$ cat config.mk
export PLATFORM = sky130hd
export DESIGN_NAME = reg_file_wb
export DESIGN_NICKNAME = d
export VERILOG_FILES = /design/src/rtl/reg_file_wb.sv
export SDC_FILE = /design/constraint.sdc
export NUM_CORES = 2
export LEC_CHECK = 0
export CORE_MARGIN = 2
export CORE_UTILIZATION = 57
export DETAILED_ROUTE_END_ITERATION = 8
export PLACE_DENSITY = 0.73
export SETUP_SLACK_MARGIN = 0.4
export SLEW_MARGIN = 20
export SYNTH_ARGS = -nofsm -noshare
export SYNTH_HDL_FRONTEND = slang
export SYNTH_SLANG_ARGS = --single-unit
$ cat constraint.sdc
create_clock -name clk -period 3.3 [get_ports clk]
set_clock_uncertainty 0.15 [all_clocks]
set_input_delay 0.495 -clock clk [delete_from_list [all_inputs] [get_ports clk]]
set_output_delay 0.495 -clock clk [all_outputs]
set_load 0.01 [all_outputs]
$ cat src/rtl/reg_file_wb.sv
`default_nettype none
// +----------------------------------------------------------------------------+
// | Module   : reg_file_wb                                                     |
// | Function : 32x32 integer register file with pending scoreboard, hazard     |
// |            stall, and an optional write-to-read bypass (REGFILE_BYPASS_EN).|
// | Revision : 1.0 - initial release                                           |
// +----------------------------------------------------------------------------+
module reg_file_wb #(
  parameter int DATA_WIDTH = 32,
  parameter int ADDR_WIDTH = 5
) (
  input  logic                  clk,
  input  logic                  reset_n,
  input  logic                  write_req,
  input  logic [ADDR_WIDTH-1:0] write_addr,
  input  logic [DATA_WIDTH-1:0] write_data,
  input  logic                  read_en,
  input  logic [ADDR_WIDTH-1:0] rs1_addr,
  input  logic [ADDR_WIDTH-1:0] rs2_addr,
  input  logic                  issue_en,
  input  logic [ADDR_WIDTH-1:0] issue_rd,
  input  logic                  flush,
  output logic [DATA_WIDTH-1:0] src1_value,
  output logic [DATA_WIDTH-1:0] src2_value,
  output logic                  read_valid,
  output logic                  hazard
);

  localparam int NUM_REGS = 2**ADDR_WIDTH;

`ifdef REGFILE_BYPASS_EN
  localparam logic c_bypass_en = 1'b1;
`else
  localparam logic c_bypass_en = 1'b0;
`endif

  logic [DATA_WIDTH-1:0] regs_q [NUM_REGS];
  logic [NUM_REGS-1:0]   pending_q;
  logic [NUM_REGS-1:0]   pending_d;
  logic [DATA_WIDTH-1:0] src1_q;
  logic [DATA_WIDTH-1:0] src2_q;
  logic                  read_valid_q;

  logic                  w_wr_en;
  logic                  w_rd_fire;
  logic [ADDR_WIDTH-1:0] w_rs_addr [2];
  logic [DATA_WIDTH-1:0] w_rs_val  [2];
  logic [1:0]            w_rs_pend;

  assign w_wr_en      = write_req && (write_addr != '0);
  assign w_rs_addr[0] = rs1_addr;
  assign w_rs_addr[1] = rs2_addr;

  // A forwarded write both supplies the operand and retires the pending producer.
  for (genvar p = 0; p < 2; p++) begin : g_src_port
    logic w_fwd;
    assign w_fwd        = c_bypass_en && write_req && (write_addr == w_rs_addr[p]);
    assign w_rs_val[p]  = (w_rs_addr[p] == '0) ? '0 :
                          w_fwd                ? write_data :
                                                 regs_q[w_rs_addr[p]];
    assign w_rs_pend[p] = (w_rs_addr[p] != '0) && pending_q[w_rs_addr[p]] && !w_fwd;
  end

  assign hazard    = read_en && (|w_rs_pend);
  assign w_rd_fire = read_en && !hazard;

  // Issue is applied after write-back so a same-cycle new producer keeps the bit set.
  always_comb begin
    pending_d = pending_q;
    if (w_wr_en) begin
      pending_d[write_addr] = 1'b0;
    end
    if (flush) begin
      pending_d = '0;
    end else if (issue_en && (issue_rd != '0)) begin
      pending_d[issue_rd] = 1'b1;
    end
    pending_d[0] = 1'b0;
  end

  always_ff @(posedge clk or negedge reset_n) begin
    if (!reset_n) begin
      for (int i = 0; i < NUM_REGS; i++) begin
        regs_q[i] <= '0;
      end
      pending_q    <= '0;
      src1_q       <= '0;
      src2_q       <= '0;
      read_valid_q <= 1'b0;
    end else begin
      if (w_wr_en) begin
        regs_q[write_addr] <= write_data;
      end
      pending_q    <= pending_d;
      read_valid_q <= w_rd_fire;
      if (w_rd_fire) begin
        src1_q <= w_rs_val[0];
        src2_q <= w_rs_val[1];
      end
    end
  end

  assign src1_value = src1_q;
  assign src2_value = src2_q;
  assign read_valid = read_valid_q;

endmodule
`default_nettype wire

Word level (Yosys, flattened, before mapping)
Index checks and enable logic that the tools add are counted.

Bits in registers: 1120. Input port bits: 58. Output and inout port bits: 66. Word-level logic and storage cells: 91.

Magnitude comparators: 10. Mux-type cells: 22. Bitwise gates (word level): 6. Reductions and logical operators: 17.

Operators by type and width (number): 1024-bit bitwise mux (1); 32-bit binary-select mux with 5-bit select (2); 32-bit two-way mux (10); 32-bit demux with 5-bit select (1); 32-bit bitwise AND (1); 32-bit inverter (1); 32-bit OR (1); 5-bit by 6-bit less-than comparator with 1-bit output (second input constant) (4); 5-bit nonzero test (4); 6-bit greater-or-equal comparator (second input constant) (3); 5-bit inverter with 6-bit output (3); 1-bit binary-select mux with 5-bit select (2); 1-bit demux with 5-bit select (2); 5-bit by 1-bit greater-or-equal comparator with 1-bit output (second input constant) (2); 5-bit zero test (2); 1-bit logical AND (9); 6-bit by 1-bit less-than comparator with 1-bit output (second input constant) (1); 1-bit two-way mux (4); 2-bit OR reduction (1); 1-bit zero test (1).

Longest topological paths before layout
Depth after elaboration: 10. Depth in mapped cells: 10. Gate-level depth less buffers: 6.

Worst setup path before layout
Ideal clock, no wire load.

Path kind: input port to flip-flop. Start point: input rs2_addr[0]. End point: register src2_q[28], in the netlist src2_value[28]. Setup time: 0.127 ns. Arrival: 2.718 ns. Data required time: 3.023 ns. Slack: 0.305 ns. Stages on the path: 8. Path buffers: 3. Cells stage by stage: buf_2 -> buf_6 -> clkbuf_1 -> mux4_2 -> mux4_2 -> inv_1 -> o21ai_1 -> mux2_1.

Longest elaborated chain between the ends: 7. Elaborated cells between the ends (all ways): 14. Classes of those cells: mux: 6; bitwise: 1; reduce/logical: 7.

RTL lines: from (decl) (line 19) `input logic [ADDR_WIDTH-1:0] rs2_addr,`; 1-bit binary-select mux with 5-bit select (line 61) `assign w_rs_pend[p] = (w_rs_addr[p] != '0) && pending_q[w_rs_addr[p]] && !w_fwd;`; 1-bit two-way mux (implied by the code) (line 61); 1-bit logical AND (line 61); 2-bit OR reduction (line 64) `assign hazard = read_en && (|w_rs_pend);`; 1-bit logical AND (line 64); 1-bit zero test (line 65) `assign w_rd_fire = read_en && !hazard;`; 1-bit logical AND (line 65); to (signal assigned) (line 98) `src2_q <= w_rs_val[1];`; to (decl) (line 41) `logic [DATA_WIDTH-1:0] src2_q;`.

Several ways; a longest one is shown, not always the timed one. The select of a mux whose other input is x is not followed. A chain may end at the register's enable or synchronous reset.

Final worst setup path
Start point: register pending_q[30]. End point: output hazard.

Longest elaborated chain between the ends: 5. Elaborated cells between the ends (all ways): 8. Classes of those cells: mux: 4; reduce/logical: 4.

RTL lines: from (decl) (line 38) `logic [NUM_REGS-1:0] pending_q;`; from (signal assigned) (line 94) `pending_q <= pending_d;`; 1-bit binary-select mux with 5-bit select (line 61); 1-bit two-way mux (implied by the code) (line 61); 1-bit logical AND (line 61); 2-bit OR reduction (*) (line 64); 1-bit logical AND (*) (line 64); to (decl) (line 26) `output logic hazard`.

Mark *: on every way between the ends. The rest lies on a longest branch, timed or not. The select of a mux whose other input is x is not followed.

==> run metrics <==
total non-filler cell area in the finished layout ~0.066 mm^2; clock transition time at the flip-flop clock pins of the worst setup and hold paths 0.07 ns; most common cell in the synthesized netlist dfrtp_1; Total Wirelength around 170000 um; standard cell core area 0.1014 mm^2; final layout net count about 3.7k; crit path max fanout 3; wire length of the first global-routing pass 253700 um; syn_area_per_cell 16.07 um^2; number of instances in the synthesized netlist ~3.6k; Port-buffer cells between 100 and 150; count of unresolved DRC violations after routing 0; global routing met2 resource utilization between 50% and 60%; H-tree Lvls 3; number of hold violations in the final report 0; antenna violations before repair 11; Final Setup Violations 0; post-route setup TNS 0 ns; crit path kind reg2out; Skew-Pair Late Insertion Delay 0.72 ns; RSZ-0062 raised after global routing yes; netlist area before placement 0.05810 mm^2; Post-synth top flop dfrtp_1; average wire per standard cell between 30 and 40 um; depth of the most critical reg-to-reg path 10; remaining antenna violation count after routing 0; Die ar. around 0.10 mm^2; destination of the worst register-to-register timing path src1_value[31]; Area contributors post-synth dfrtp_1 48%, mux4_2 25%, mux2_2 20%; total number of clock tree sinks 1120; final weighted congestion of routability-driven global placement 0.8607; TritonCTS clock tree yes; fraction of synthesis flops using an asynchronous set or reset pin between 90% and 100%; endpoint kind of the worst setup timing path output port; share of the synthesized area in the top cell type around half; Arr. time, crit path about 2.5 ns; R2R setup slack between 0.2 and 0.3 ns; cell-by-cell trace of the critical path mux4_2 > mux2_4 > nand2_2 > a32oi_2 > o31a_1 > buf_2; measured slew at the worst slew-check pin ~1.2 ns; Starting Density 57.27%; slew margin rel. a little under a quarter; area added between synthesis and finish 14.33%; Die Span Y around 320 um; run status completed; sequential-to-total area share from yosys stat between 40 and 50%; grt met1 use a little under half; Inst Count DP 4861; final instance count without filler cells between 5k and 6k; pin count of the biggest net entering global routing roughly 100; highest clock frequency the design can meet between 300 and 400 MHz; critical path required time roughly 2.7 ns; via count between 30k and 40k; total of flip-flops plus latches after synthesis ~1.1k; site row count 117; number of buffers created by CTS between 100 and 150; maximum clock insertion buffer count 3; Min Clock Period, post-route around 3.1 ns; leakage power total about 28 nW; x dimension of the die 323.3 um; via count of the first global-routing pass ~38k; kind of launch point of the worst setup path register; cell family with the largest share of critical-path delay multiplexers; core occupancy in the finished layout around two thirds; count of final max-slew check failures 0; ratio of cells with drive above 1 in the final layout 57.27%; post-synthesis cell type with the largest combined area dfrtp_1; power density normalized to cell area between 600 and 700 mW/mm^2; warnings from Yosys 0; EDFF count, synth 0; MaxCap Viol Count 0; FF-to-FF Start pending_q[30]; cell with the largest stage delay on the worst path mux4_2; HPWL after DPL between 90000 and 100000 um; violation count after the first detailed-route iteration 4038; final total power between 0.04 and 0.05 W; crit share post-route between 90% and 100%; total routing usage reported by global routing 33.42%; VDD IR-drop max approximately 0.48 mV; Syn Nets around 3.7k; number of distinct standard cells referenced by the synthesized netlist 39; number of placed I/O pins approximately 120; clock tree root buffer cell clkbuf_16; Buf/Inv on CP 1; met3 Usage GRT under 10%; stage delay of the slowest cell on the critical path ~0.48 ns; Commonest cells post-synth 1120 x dfrtp_1, 1024 x mux2_2, 651 x mux4_2, 268 x clkbuf_1, 95 x nand2_1; placed instance area between 0.06 and 0.07 mm^2; worst min-delay path category in2async; via/cell ratio 7.067; GRT Max-Usage Layer met2; GRT Residual Overflow 0; number of optimization iterations in the first detailed-route pass 7
[worst reg2reg max path, stage by stage (launching register included)]
cell and delay (ns):
dfrtp_1 0.41, mux4_2 0.48, mux2_4 0.29, nand2_2 0.08, a32oi_2 0.10, buf_4 0.16, nor4b_4 0.29, buf_6 0.20
buf_12 0.21, clkbuf_16 0.22, mux2_2 0.34
[registers in the layout, summed over array words and instances, names as in the netlist]
register    count
src1_value     32
regs_q       1024
pending_q      31
read_valid      1
src2_value     32
[power breakdown]
group          total [W]  internal (W)  switching, W
logic            0.00902       0.00567       0.00334
registers         0.0185        0.0164       0.00207
clock network     0.0137       0.00807       0.00562
total             0.0412        0.0302        0.0110
[kinds of logic after synthesis]
logic type | count (synthesis) | synth area share [%]
multiplexers | 1718 | 45.90
flip-flops | 1120 | 48.24
buffers and inverters | 475 | 3.297
AND/OR/NAND/NOR | 181 | 1.367
AO/OA/AOI/OAI | 122 | 1.195
[layout make-up]
cell class / instances / area, um^2
Inverter: 67 / 256.5
Sequential cell: 1120 / 28030
Multi-Input combinational cell: 2021 / 28580
Fill cell: 6819 / 35020
Clock inverter: 38 / 450.4
Timing Repair Buffer: 305 / 3850
Tap cell: 1368 / 1712
Antenna cell: 4 / 10.01
Clock buffer: 172 / 3540
[through the flow]
stage | setup slack [ns] | hold slack (ns)
after global routing | 0.1186 | 0.2565
after global placement | -0.005231 | 0.2266
after CTS | 0.1924 | 0.2446
after floorplan | 0.3131 | 0.04941
after detailed placement | 0.05826 | 0.2336
final | 0.2049 | 0.2431
[placed cells by master, fill, tap and decap left out, types with 3 or more instances in the layout]
cell type,n
a21oi_1,17
a22oi_1,13
buf_12,84
buf_16,3
buf_2,6
buf_4,86
buf_6,3
buf_8,5
bufinv_16,9
clkbuf_1,19
clkbuf_16,129
clkbuf_8,32
clkdlybuf4s50_1,109
clkinv_2,23
dfrtp_1,1120
diode_2,4
inv_1,64
mux2_1,12
mux2_2,1002
mux2_4,47
mux2i_1,6
mux4_2,651
nand2_1,83
nand2_2,12
nand2b_1,13
nand3_1,3
nor2_1,28
nor2_4,12
nor2b_1,7
nor3_1,3
nor3_2,3
o21ai_0,46
o21ai_1,30
or3_2,3
[metal layers]
layer / up-vias / wire, um
li1: 13961 / -
met1: 19674 / 67510
met2: 1986 / 80220
met3: 371 / 18180
met4: 14 / 6218
met5: - / 95
[how the worst max path moves through the flow]
stage,startpoint,to,slack [ns],cells after the start
4_1_cts,pending_q[18],hazard,0.19,6
3_5_place_dp,rs1_addr[0],src1_value[29],0.06,8
5_1_grt,pending_q[30],hazard,0.12,6
6_report,pending_q[30],hazard,0.20,6
2_1_floorplan,rs2_addr[0],src2_value[28],0.31,8
3_3_place_gp,rs2_addr[3],hazard,-0.005,8
[repair_timing]
action,4_1_cts,5_1_grt
resized for setup,15,53
hold buffers,1,0
pin swaps,5,1
setup endpoints to repair,1,54
gates cloned,0,10
setup buffers,5,4
endpoints found under the hold margin,38,0
No activity file was read; power rests on OpenSTA's default activity.
